$ cat config.mk
export PLATFORM = sky130hd
export DESIGN_NAME = thee_frac_clk_div
export DESIGN_NICKNAME = d
export VERILOG_FILES = /design/src/rtl/thee_frac_div_pkg.sv /design/src/rtl/thee_mash_sdm.sv /design/src/rtl/thee_frac_clk_div.sv
export SDC_FILE = /design/constraint.sdc
export NUM_CORES = 1
export LEC_CHECK = 0
export ABC_AREA = 1
export CORE_MARGIN = 2
export CORE_UTILIZATION = 52
export CTS_CLUSTER_DIAMETER = 120
export DETAILED_ROUTE_END_ITERATION = 8
export PLACE_DENSITY = 0.83
export SLEW_MARGIN = 20
export SYNTH_ARGS = -nofsm -noshare
export SYNTH_HDL_FRONTEND = slang
export SYNTH_HIERARCHICAL = 1
export SYNTH_SLANG_ARGS = --single-unit
$ cat constraint.sdc
create_clock -name clk -period 3.8 [get_ports clk]
set_clock_uncertainty 0.2 [all_clocks]
set_input_delay 0.57 -clock clk [delete_from_list [all_inputs] [get_ports clk]]
set_output_delay 0.57 -clock clk [all_outputs]
set_load 0.01 [all_outputs]
$ cat src/rtl/thee_frac_div_pkg.sv
// rtl/thee_frac_div_pkg.sv - shared types and constants for the fractional-N clock divider
package thee_frac_div_pkg;

    typedef enum logic {
        IDLE = 1'b0,
        RUN  = 1'b1
    } fsm_state_e;

    localparam logic [15:0] LFSR_SEED = 16'hACE1;
    // Fibonacci taps for x^16 + x^14 + x^13 + x^11 + 1
    localparam logic [15:0] LFSR_TAPS = 16'hB400;

    // Signed width holding the MASH output: 0..1, -1..2, -3..4 for orders 1..3
    function automatic int delta_width(input int order);
        case (order)
            1:       return 2;
            2:       return 3;
            default: return 4;
        endcase
    endfunction

endpackage

$ cat src/rtl/thee_mash_sdm.sv
// rtl/thee_mash_sdm.sv - MASH 1-1-1 sigma-delta modulator, order 1..3, advanced on step
// Optional LSB dither enabled by THEE_FRAC_CLK_DIV_DITHER_EN.
module thee_mash_sdm
    import thee_frac_div_pkg::*;
#(
    parameter int FRAC_WIDTH = 4,
    parameter int ORDER      = 1,
    parameter int DELTA_W    = delta_width(ORDER)
) (
    input  logic                      clk,
    input  logic                      rstn,
    input  logic                      step,
    input  logic [FRAC_WIDTH-1:0]     frac,
    output logic signed [DELTA_W-1:0] delta
);

    if (ORDER < 1 || ORDER > 3) begin : g_bad_order
        $error("thee_mash_sdm: ORDER must be 1, 2 or 3");
    end

`ifdef THEE_FRAC_CLK_DIV_DITHER_EN
    localparam int A1W = FRAC_WIDTH + 1;
    logic [15:0] lfsr;
    logic [A1W-1:0] in1;
    assign in1 = {frac, lfsr[0]};

    always_ff @(posedge clk or negedge rstn) begin
        if (!rstn) begin
            lfsr <= LFSR_SEED;
        end else if (step) begin
            lfsr <= {lfsr[14:0], ^(lfsr & LFSR_TAPS)};
        end
    end
`else
    localparam int A1W = FRAC_WIDTH;
    logic [A1W-1:0] in1;
    assign in1 = frac;
`endif

    logic [A1W-1:0]        acc1, acc1_n;
    logic [FRAC_WIDTH-1:0] acc2, acc2_n, acc3, acc3_n;
    logic                  c1, c2, c3;
    logic                  c2_d, c3_d, c3_dd;
    logic signed [DELTA_W-1:0] t1, t2, t3;

    // Carries come from the post-step accumulator values so the load that steps uses them.
    assign {c1, acc1_n} = {1'b0, acc1} + {1'b0, in1};
    assign {c2, acc2_n} = {1'b0, acc2} + {1'b0, acc1_n[A1W-1 -: FRAC_WIDTH]};
    assign {c3, acc3_n} = {1'b0, acc3} + {1'b0, acc2_n};

    assign t1 = DELTA_W'(c1);
    assign t2 = DELTA_W'(c2) - DELTA_W'(c2_d);
    assign t3 = DELTA_W'(c3) - DELTA_W'({c3_d, 1'b0}) + DELTA_W'(c3_dd);

    always_comb begin
        delta = t1;
        case (ORDER)
            1:       delta = t1;
            2:       delta = t1 + t2;
            default: delta = t1 + t2 + t3;
        endcase
    end

    always_ff @(posedge clk or negedge rstn) begin
        if (!rstn) begin
            acc1  <= '0;
            acc2  <= '0;
            acc3  <= '0;
            c2_d  <= 1'b0;
            c3_d  <= 1'b0;
            c3_dd <= 1'b0;
        end else if (step) begin
            acc1  <= acc1_n;
            acc2  <= acc2_n;
            acc3  <= acc3_n;
            c2_d  <= c2;
            c3_d  <= c3;
            c3_dd <= c3_d;
        end
    end

endmodule

$ cat src/rtl/thee_frac_clk_div.sv
// rtl/thee_frac_clk_div.sv - fractional-N clock divider: FSM, period counter and clock shaping
module thee_frac_clk_div
    import thee_frac_div_pkg::*;
#(
    parameter int INT_WIDTH  = 6,
    parameter int FRAC_WIDTH = 4,
    parameter int ORDER      = 1,
    parameter int MIN_DIV    = 2
) (
    input  logic                  clk,
    input  logic                  rstn,
    input  logic                  en,
    input  logic [INT_WIDTH-1:0]  int_div,
    input  logic [FRAC_WIDTH-1:0] frac_div,
    output logic                  clkout,
    output logic                  div_pulse,
    output logic [INT_WIDTH+2:0]  cur_div,
    output logic                  sat
);

    localparam int DW = delta_width(ORDER);
    localparam int CW = INT_WIDTH + 3;

    fsm_state_e           state;
    logic [CW-1:0]        count;
    logic [CW-1:0]        count_dec;
    logic [CW-1:0]        thr;
    logic                 load;
    logic signed [DW-1:0] delta;
    logic signed [CW:0]   n_raw;
    logic                 clamp;
    logic [CW-1:0]        n_load;

    assign load = en && (state == IDLE || count == '0);

    thee_mash_sdm #(
        .FRAC_WIDTH (FRAC_WIDTH),
        .ORDER      (ORDER),
        .DELTA_W    (DW)
    ) u_sdm (
        .clk   (clk),
        .rstn  (rstn),
        .step  (load),
        .frac  (frac_div),
        .delta (delta)
    );

    assign n_raw  = $signed({{(CW + 1 - INT_WIDTH){1'b0}}, int_div})
                  + $signed({{(CW + 1 - DW){delta[DW-1]}}, delta});
    assign clamp  = n_raw < $signed((CW + 1)'(MIN_DIV));
    assign n_load = clamp ? CW'(MIN_DIV) : n_raw[CW-1:0];

    // High while the counter is above this point: floor(N/2) high, ceil(N/2) low.
    assign thr       = cur_div - CW'(1) - (cur_div >> 1);
    assign count_dec = count - CW'(1);

    always_ff @(posedge clk or negedge rstn) begin
        if (!rstn) begin
            state     <= IDLE;
            count     <= '0;
            cur_div   <= '0;
            clkout    <= 1'b0;
            div_pulse <= 1'b0;
            sat       <= 1'b0;
        end else begin
            div_pulse <= 1'b0;
            if (load) begin
                state     <= RUN;
                cur_div   <= n_load;
                count     <= n_load - CW'(1);
                div_pulse <= 1'b1;
                clkout    <= 1'b1;
                if (clamp) begin
                    sat <= 1'b1;
                end
            end else if (state == RUN && count != '0) begin
                count  <= count_dec;
                clkout <= count_dec > thr;
            end else begin
                state  <= IDLE;
                clkout <= 1'b0;
            end
        end
    end

endmodule
==> results of run 1 <==
==> area by class of cell <==
class                   instances  area [um2]  area share [%]
flip-flops and latches         25         626            20.2
multi-input cells             225        1580            51.2
inverters                      58         218            7.04
clock buffers                   4        45.0            1.46
repair buffers                 67         556            18.0
well taps                      52        65.1            2.10
==> cells by family after synthesis <==
family,synth area share (%)
AOI/OAI and AO/OA,13.2
xor gates and xnor gates,4.85
adders and majority gates,18.5
buffers and inverters,10.9
DFF,26.6
other,0.160
and+or+nand+nor,25.8
==> Yosys cell counts, types with 2 or more instances <==
cell type  instances  area [um2]
o21bai_1           4        30.0
xor2_1             9        78.8
fa_1               3        60.1
inv_1             51         191
buf_4              2        15.0
o21ai_2            4        35.0
nand3_2            2        20.0
nand2_1           59         221
nand2_2            3        18.8
ha_1              30         375
o21ai_0           12        60.1
buf_6              2        22.5
nand3_1           20         100
o22ai_1            3        18.8
a21oi_1           19        95.1
nand2_4            2        22.5
nor2_1            25        93.8
a21boi_0           2        15.0
xnor2_1            4        35.0
nor3_1             5        25.0
inv_2              7        26.3
dfrtp_1           25         626
nand4_1            4        25.0
==> critical path: cells and delay by family <==
kind            cells  cell delay (ns)
buf+inv            10             0.66
fa+ha+maj           6             1.50
simple gates       14             0.98
compound gates      2             0.20
==> sequential cells by signal (all words and copies together), names as in the netlist <==
register and flops:
u_sdm/acc1 4, clkout 1, div_pulse 1, cur_div 8
count 9, state 1, sat 1
==> worst paths after layout <==
check                       endpoint  slack (ns)
max                         count[6]       -0.16
min                              sat        0.29
max reg2reg                 count[6]       -0.15
min reg2reg                      sat        0.29
max in group asynchronous  div_pulse        2.68
min in group asynchronous   count[2]        0.47
==> layer usage <==
metal,up-vias,global-route usage (%),share of wire [%]
li1,1145,-,-
met1,1085,28.0,41
met2,71,39.9,53
met3,14,2.25,4.4
met4,0,11.1,2.4
met5,-,0,0
==> report_power, final <==
part           internal (mW)  switching [mW]
Combinational          0.796           0.877
Sequential             0.382           0.102
Clock                 0.0750          0.0844
==> metrics by stage <==
step	power (mW)	instances	worst slack, ns	TNS [ns]	utilization, %
after floorplan	1.59	312	-0.148	-0.420	-
after global placement	1.96	410	-0.689	-8.01	65.7
after detailed placement	2.05	410	-0.848	-10.15	65.7
after CTS	2.28	427	-0.0149	-0.0149	69.7
after global routing	2.57	431	-0.305	-2.02	71.0
final	2.32	431	-0.156	-0.610	71.0
==> cell usage in the layout, fill, tap and decap left out, types with 7 or more instances in the layout <==
master	n
buf_4	43
o21ai_0	11
nand3_2	7
xor2_1	9
nand3_1	15
dfrtp_1	25
inv_1	40
nand2_2	9
nor2_1	23
nand2_1	53
inv_2	18
clkdlybuf4s50_1	20
ha_1	25
a21oi_1	18
==> timing repair <==
item	4_1_cts	5_1_grt
setup endpoints to repair	16	10
pin swaps	17	12
buffers inserted	13	4
gates resized for setup	15	11
gates cloned	0	0
==> flow_summary.yaml, run 1 <==
setup_path:
  crit_slowest_cell: "fa_2"
  r2r_cells: 31
  cp_data_arrival_time_ns: 3.93
  critPathLaunch: "frac_div[0]"
  critical-path-max-stage-delay_ns: 0.36
  cp_max_fo: 3
  start_kind: "primary input"
  cpMostUsedCell: "inv_2"
  cp-end-kind: "flop"
  required_ns: 3.77
  r2r-start: "u_sdm/acc1[0]"
  worstSetupPathType: "primary input to flop"
route:
  via_per_inst: 5.37
  dr.pass1.iters: 4
  drc_errors: 0
  wirelength_um: 5860
  ant_nets: 0
  drt_iter0_drc: 126
  wl_per_cell_um: 13.6
  num_vias: 2315
hold_path:
  holdPathStages: 1
  min_path_type: "flop to flop"
  worstHoldStart: "sat"
clocking:
  cts_buffers: 3
  clock_path_buffers: 2
  h-tree-depth: 1
  cts-root-buf: "clkbuf_8"
  cts_sinks: 25
  clk_pin_slew_ns: 0.09
  clk_latency_ns: 0.27
  tritoncts: "built"
  cts.hold.buffers_added: 0
logic_synthesis:
  ys_types: 38
  synth_warnings: 6
  synth_fp_nets: 358
  yosysSeqAreaShare_pct: 26.6
  synth_area_mm2: 0.00235
  async_flop_share_pct: 100
  syn_avg_cell_area_um2: 7.53
  synth_edf_count: 0
  ys_ff_latch: 25
  synth_ff_type: "dfrtp_1"
  synthCells: 312
sta:
  min_period_ns: 3.96
  setup_violations: 7
  slew_violations: 0
  hold_ws_ns: 0.289
  fin_ws_ns: -0.156
  rsz0062_at_grt: "yes"
  hold_viol: 0
  fin_crit_sh_pct: 104
  max_freq_mhz: 253
cells_and_area:
  drive_gt1_share_pct: 27.7
  area_delta_synth_final_pct: 31.6
  finalInstanceArea_mm2: 0.00309
  insertedDiodeCount: 0
  nNetsFinal: 426
  fillers: 346
placed_design:
  hpwl_um: 4240
  gp_congestion: 0.883
  place_area_mm2: 0.00286
  numPortBuffers: 24
outcome:
  violations: "negative setup slack"
  status: "complete, but fails checks"
pwr:
  power_density_mw_per_mm2: 749
  ir_worst_vdd_v: 0.000262
  p_leak_nw: 1.60
die:
  rows: 24
  fp.dieArea_mm2: 0.00507
  die_h_um: 71.2
  die_width_um: 71.2
  io_pins: 25
  core_area_mm2: 0.00435
  start_util_pct: 54.0
global_routing:
  grt_pass1_wl_um: 9230
  grt_max_degree: 26
  grt_pass1_vias: 2192
  grtUsageTotal_pct: 22.8
  grt-ovfl-total: 0
  antenna_found_initial: 0
job:
  cap_viol_max_count: 0
No activity file was read; power rests on OpenSTA's default activity.
==> run 2: changes to the inputs <==
--- a/config.mk
+++ b/config.mk
@@ -10,6 +10,7 @@
 export CORE_UTILIZATION = 52
 export CTS_CLUSTER_DIAMETER = 120
 export DETAILED_ROUTE_END_ITERATION = 8
+export HOLD_SLACK_MARGIN = 0.06
 export PLACE_DENSITY = 0.83
 export SLEW_MARGIN = 20
 export SYNTH_ARGS = -nofsm -noshare
==> results of run 2 <==
Final layout, timing and power as in run 1 (identical DEF).
